==> config.mk <==
export PLATFORM = sky130hd
export DESIGN_NAME = bounded_count_arbiter
export DESIGN_NICKNAME = d
export VERILOG_FILES = /design/src/rtl/bounded_count_arbiter.sv
export SDC_FILE = /design/constraint.sdc
export NUM_CORES = 1
export LEC_CHECK = 0
export CELL_PAD_IN_SITES_DETAIL_PLACEMENT = 1
export CELL_PAD_IN_SITES_GLOBAL_PLACEMENT = 1
export CORE_ASPECT_RATIO = 0.75
export CORE_MARGIN = 4
export CORE_UTILIZATION = 37
export DETAILED_ROUTE_END_ITERATION = 12
export GPL_ROUTABILITY_DRIVEN = 0
export MAX_ROUTING_LAYER = met4
export PLACE_DENSITY = 0.88
export SETUP_SLACK_MARGIN = 0.15
export SLEW_MARGIN = 0
export SYNTH_ARGS = -nofsm -noshare
export SYNTH_HDL_FRONTEND = slang
export SYNTH_SLANG_ARGS = --single-unit
==> constraint.sdc <==
create_clock -name clk -period 0.9 [get_ports clk]
set_input_delay 0.18 -clock clk [delete_from_list [all_inputs] [get_ports clk]]
set_output_delay 0.18 -clock clk [all_outputs]
set_load 0.01 [all_outputs]
==> src/rtl/bounded_count_arbiter.sv <==
`default_nettype none
// ============================================================================
// bounded_count_arbiter : round-robin access to one saturating counter,
//                         with a sticky lock that makes it clear-proof.
// Revision : 1.0
// ============================================================================
module bounded_count_arbiter #(
   parameter  int N_REQ = 4,
   parameter  int MAX   = 3,
   localparam int CW    = $clog2(MAX + 1)
) (
   input  logic             clk,
   input  logic             resetn,
   input  logic [N_REQ-1:0] req,
   input  logic [N_REQ-1:0] op,
   input  logic             lock_req,
   output logic [N_REQ-1:0] gnt,
   output logic [N_REQ-1:0] ack,
   output logic             err,
   output logic [CW-1:0]    count,
   output logic             sat,
   output logic             locked
);

   localparam int          c_pw  = (N_REQ > 1) ? $clog2(N_REQ) : 1;
   localparam logic [CW-1:0] c_max = CW'(MAX);

   typedef enum logic [1:0] {
      S_IDLE = 2'd0,
      S_EXEC = 2'd1,
      S_RESP = 2'd2
   } state_t;

   state_t              r_state;
   logic                r_rst_meta;
   logic                r_rst_n;
   logic [N_REQ-1:0]    r_gnt;
   logic [N_REQ-1:0]    r_ack;
   logic                r_err;
   logic [CW-1:0]       r_count;
   logic                r_locked;
   logic                r_op;
   logic [c_pw-1:0]     r_widx;
   logic [c_pw-1:0]     r_rr_ptr;

   logic                w_found;
   logic [c_pw-1:0]     w_win;
   logic [N_REQ-1:0]    w_win_oh;

   function automatic logic [c_pw-1:0] wrap_add(input logic [c_pw-1:0] a, input int b);
      int s;
      s = int'(a) + b;
      if (s >= N_REQ) s = s - N_REQ;
      return c_pw'(s);
   endfunction

   // Reset asserts immediately but releases only after two clean clock edges.
   always_ff @(posedge clk or negedge resetn) begin
      if (!resetn) begin
         r_rst_meta <= 1'b0;
         r_rst_n    <= 1'b0;
      end else begin
         r_rst_meta <= 1'b1;
         r_rst_n    <= r_rst_meta;
      end
   end

   always_comb begin
      w_found = 1'b0;
      w_win   = '0;
      for (int i = 0; i < N_REQ; i++) begin
         if (!w_found && req[wrap_add(r_rr_ptr, i)]) begin
            w_found = 1'b1;
            w_win   = wrap_add(r_rr_ptr, i);
         end
      end
      w_win_oh = '0;
      for (int i = 0; i < N_REQ; i++) begin
         w_win_oh[i] = (w_win == c_pw'(i));
      end
   end

   always_ff @(posedge clk or negedge r_rst_n) begin
      if (!r_rst_n) begin
         r_state  <= S_IDLE;
         r_gnt    <= '0;
         r_ack    <= '0;
         r_err    <= 1'b0;
         r_count  <= '0;
         r_locked <= 1'b0;
         r_op     <= 1'b0;
         r_widx   <= '0;
         r_rr_ptr <= '0;
      end else begin
         if (lock_req) r_locked <= 1'b1;
         case (r_state)
            S_IDLE: begin
               r_ack <= '0;
               r_err <= 1'b0;
               if (w_found) begin
                  r_gnt   <= w_win_oh;
                  r_widx  <= w_win;
                  r_op    <= op[w_win];
                  r_state <= S_EXEC;
               end else begin
                  r_gnt <= '0;
               end
            end
            S_EXEC: begin
               // Lock is tested on its registered value, so a same-cycle lock_req cannot block this clear.
               if (!r_op) begin
                  if (r_count < c_max) begin
                     r_count <= r_count + CW'(1);
                     r_err   <= 1'b0;
                  end else begin
                     r_err   <= 1'b1;
                  end
               end else begin
                  if (!r_locked) begin
                     r_count <= '0;
                     r_err   <= 1'b0;
                  end else begin
                     r_err   <= 1'b1;
                  end
               end
               r_ack   <= r_gnt;
               r_state <= S_RESP;
            end
            S_RESP: begin
               r_ack    <= '0;
               r_err    <= 1'b0;
               r_gnt    <= '0;
               r_rr_ptr <= wrap_add(r_widx, 1);
               r_state  <= S_IDLE;
            end
            default: begin
               r_ack   <= '0;
               r_err   <= 1'b0;
               r_gnt   <= '0;
               r_state <= S_IDLE;
            end
         endcase
      end
   end

   assign gnt    = r_gnt;
   assign ack    = r_ack;
   assign err    = r_err;
   assign count  = r_count;
   assign sat    = (r_count == c_max);
   assign locked = r_locked;

   a_count_le_max: assert property (@(posedge clk) disable iff (!r_rst_n) r_count <= c_max);

endmodule
`default_nettype wire

==> flow_results.org <==
** STA
- Based on the critical path, the design can be clocked at up to 640 MHz.
- The number of pins exceeding their max-slew limit in the final report was 0.
- Across all hold checks on the routed design, the worst slack comes to approximately 0.2 ns.
- Setup repair after global routing missed its margin :: yes
- Count of endpoints failing hold in the final timing report :: 0
- Setup skew after layout :: 0.0163 ns
- Share of the clock period used by the worst path :: 174%
- Final setup viols :: 31
- Fin worst setup slack :: -0.662 ns
- Min Tclk post-route :: between 1.5 and 2 ns

** Pwr
- Power spread over the standard cell area amounts to ~3500 mW/mm².
- In this run the static leakage power is slightly above 0.8 nW.
- VDD sags by at most about 2.1 mV.

** Layout
- The repair_antennas step left the layout with diodes totalling 0.
- Multi-input gate area in the final layout :: between 500 and 600 µm²
- Cells fill about 70% of the core in the end.
- Fraction of final layout cells sized beyond drive strength 1 :: a little over three fifths
- Counting the fill cells in the layout gives 244.
- Signed area change from the synthesized netlist to the final layout :: 75.4%
- Across the whole layout, storage elements account for 529 µm².
- For this run, the post-layout net count is about 150.
- Number of standard cells in the final layout excluding fillers :: between 150 and 200

** Critical path
- The critical path goes through and2b_2, nor4_4, nor2_4, mux2i_1, o32ai_2.
- Data on the critical path is required at its endpoint by around 1.1 ns.
- In this run the register-to-register setup slack is -0.66 ns.
- Crit path DAT :: 1.80 ns
- The startpoint identified for the worst register-to-register timing path is r_rr_ptr[0].
- The cell family contributing the most delay on the critical path is simple AND/OR/NAND/NOR gates.
- R2R Path End :: r_op
- The critical path contains buffers and inverters numbering 0 combined.
- Setup crit start kind :: register
- Worst setup EP type :: register
- Of all nets on the critical path, the largest fanout is 3.
- Biggest cell delay along the critical path :: approximately 0.43 ns
- Number of cells on the worst reg-to-reg path :: 5
- The worst setup path is of the register to register kind.
- Standard cell with the maximum stage delay on the critical path :: sky130_fd_sc_hd__dfrtp_1

** Clock tree
- CTS built an H-tree with a depth of 1.
- Maximum buffer depth of the clock tree :: 2
- Number of clock sinks :: 21
- Clock insertion delay at the later pin of the skew report :: about 0.33 ns
- CTS tree :: built
- Clock tree synthesis inserted a total of 3 buffers.
- After clock tree synthesis, the clock-pin slew on the worst setup and hold paths is between 0.1 and 0.15 ns.
- Clock root buffer :: sky130_fd_sc_hd__clkbuf_4

** Floorplan
- Row generation in the floorplan step produced 15 rows.
- Die X-Extent :: between 60 and 70 µm
- CORE AREA :: 0.00236 mm²
- During I/O placement, the number of pins put on the boundary was 24.
- The die is slightly above 50 µm tall.
- Once the floorplan was initialized, standard cells occupied approximately 40% of the core.
- Die Footprint :: around 0.0034 mm²

** Global route
- Via count of the first global-routing pass :: around 960
- Total global-route track usage :: around a fifth
- Global-route congestion overflow total :: 0
- First-pass GRT wire length :: a little under 5000 µm
- Initial antenna violation count :: 0
- Maximum number of pins on one net before global-route repair :: 14

** Synthesis
- Summing the areas of all compound-gate instances in the mapped netlist gives about 14% of the synthesized area.
- Prevailing post-synth register cell :: sky130_fd_sc_hd__dfrtp_1
- The Yosys step of the flow raised 0 warnings.
- The synthesized netlist devotes roughly a quarter of its cell area to simple gates.
- Of the total synthesized cell area, the portion taken by full adders, half adders and majority gates is between 1 and 1.5%.
- After synthesis, the netlist uses 34 different library cells.
- Combined area of all synthesized cells :: roughly 950 µm²
- By area, the combinational part of the netlist is dominated by simple AND/OR/NAND/NOR gates.
- Share of synthesized area occupied by flip-flops and latches :: 55.6%
- The synthesized design contains 0 enable-type register cells.
- Mapped Nets :: 92
- Synthesis produced 80 cells.
- Mean Syn Cell Area :: 11.8 µm²
- Counting flops with an async set or reset pin after synthesis yields a share of 100%.
- The portion of synthesized area spent on multiplexers is 2.12%.
- After Yosys synthesis, XOR and XNOR cells account for 0.926% of the synthesized area.
- The synthesized design contains 21 register bits.

** Hold path
- The tightest min-delay check is of the register to asynchronous set/reset pin type.

** Run status
- The final reports fail on negative setup slack.
- Result of the run :: complete, but fails checks

** Drt
- The final layout contains routed wiring with a total length of just under 4000 µm.
- For this run, the detailed router's first-pass iteration total came to 4.
- Via density per instance :: roughly 5.3
- For this run, design rule violations remaining after detail routing come to 0.
- Antenna Violating Nets Remaining :: 0
- For this block, the initial DRC count from the detailed router was 40.
- Post-detailed-route wirelength per cell :: roughly 23 µm
- Vias :: 911

** Run
- Max-Cap Viols :: 0

** Place
- After detailed placement, the design holds a cell count of between 100 and 150.
- Number of input and output port buffers inserted :: 23
- Summed over all nets, the half-perimeter wirelength after detailed placement is around 1900 µm.
==> per-layer routing <==
metal / track usage, % / part of all wire, % / vias up
li1: - / - / 393
met1: 23.9 / 38 / 458
met2: 35.6 / 53 / 43
met3: 4.97 / 4.3 / 17
met4: 2.70 / 4.8 / 0
met5: - / 0 / -
==> worst max-delay path by stage <==
stage / startpoint / endpoint / slack (ns) / cells past startpoint
4_1_cts: r_rr_ptr[0] / r_op / -0.56 / 5
6_report: r_rr_ptr[0] / r_op / -0.66 / 5
5_1_grt: r_rr_ptr[0] / r_op / -0.73 / 5
3_3_place_gp: req[1] / r_op / -0.89 / 6
3_5_place_dp: req[1] / r_op / -0.94 / 7
2_1_floorplan: r_rr_ptr[0] / r_op / -0.42 / 5
==> state kept, by name, indices dropped and copies added (netlist names) <==
signal,cells
r_op,1
ack,4
r_state,2
count,2
err,1
r_widx,2
r_rst_n,1
gnt,4
r_rr_ptr,2
locked,1
r_rst_meta,1
==> report_power, final <==
| part | internal [mW] | total, mW | switching (mW) | leakage (nW) |
|---|---|---|---|---|
| combinational | 1.98 | 3.64 | 1.66 | 0.538 |
| sequential | 1.29 | 1.66 | 0.368 | 0.261 |
| clock | 0.170 | 0.508 | 0.338 | 0.0139 |
| total | 3.44 | 5.80 | 2.37 | 0.814 |
==> cell type report <==
type | instances | area share (%)
Clock buffer | 3 | 1.36
Tap cell | 34 | 2.56
Sequential cell | 21 | 31.9
Timing Repair Buffer | 56 | 30.8
Inverter | 3 | 1.28
Multi-Input combinational cell | 55 | 31.7
Clock inverter | 1 | 0.452
==> repair_timing <==
item,in CTS,in global routing
gates cloned,0,0
hold endpoints to repair,0,2
pin swaps,6,14
buffers inserted,10,9
hold buffers,0,1
gates resized for setup,85,22
endpoints found under the setup margin,32,32
==> cell usage in the layout, fill, tap and decap left out, types with 2 or more instances in the layout <==
cell / netlist / routed
sky130_fd_sc_hd__clkdlybuf4s50_1: 0 / 6
sky130_fd_sc_hd__and2_4: 0 / 4
sky130_fd_sc_hd__buf_2: 0 / 8
sky130_fd_sc_hd__nand2b_4: 0 / 2
sky130_fd_sc_hd__dlygate4sd2_1: 0 / 4
sky130_fd_sc_hd__o21ai_1: 0 / 3
sky130_fd_sc_hd__clkbuf_4: 1 / 3
sky130_fd_sc_hd__nand2_1: 8 / 6
sky130_fd_sc_hd__nor2b_4: 1 / 2
sky130_fd_sc_hd__dfrtp_1: 21 / 18
sky130_fd_sc_hd__nor3_2: 1 / 2
sky130_fd_sc_hd__o32ai_2: 1 / 2
sky130_fd_sc_hd__o21ai_2: 0 / 2
sky130_fd_sc_hd__buf_4: 0 / 16
sky130_fd_sc_hd__a21o_1: 4 / 4
sky130_fd_sc_hd__nor2_4: 0 / 3
sky130_fd_sc_hd__a21oi_1: 3 / 2
sky130_fd_sc_hd__nor2_2: 2 / 2
sky130_fd_sc_hd__dfrtp_2: 0 / 3
sky130_fd_sc_hd__nand2_4: 0 / 2
sky130_fd_sc_hd__buf_6: 0 / 20
==> cells in the mapped netlist, types with 2 or more instances <==
cell type / n / share of area [%]
sky130_fd_sc_hd__dfrtp_1: 21 / 56
sky130_fd_sc_hd__nand2_1: 8 / 3.2
sky130_fd_sc_hd__o21ai_0: 5 / 2.6
sky130_fd_sc_hd__a21o_1: 4 / 3.2
sky130_fd_sc_hd__and2_1: 4 / 2.6
sky130_fd_sc_hd__a21oi_1: 3 / 1.6
sky130_fd_sc_hd__nand2b_1: 3 / 2.0
sky130_fd_sc_hd__nor2_1: 3 / 1.2
sky130_fd_sc_hd__inv_1: 2 / 0.79
sky130_fd_sc_hd__mux2i_1: 2 / 2.1
sky130_fd_sc_hd__nor2_2: 2 / 1.3
==> cells by family after synthesis <==
group           after synthesis
buf+inv                       4
other cells                   1
mux                           2
xor+xnor                      1
fa+ha+maj                     1
compound gates               18
simple gates                 32
flops                        21
==> metrics by stage <==
| stage | TNS [ns] | power, mW | cell area [µm²] | setup slack (ns) |
|---|---|---|---|---|
| finish | -9.10 | 5.80 | 1660 | -0.662 |
| global route | -10.31 | 6.07 | 1660 | -0.733 |
| CTS | -6.57 | 4.72 | 1480 | -0.563 |
| detailed placement | -10.28 | 3.65 | 1330 | -0.939 |
| global placement | -9.67 | 3.48 | 1330 | -0.895 |
| floorplan | -2.64 | 2.68 | 970 | -0.419 |
Note: power is estimated with default switching activity, not from simulation.
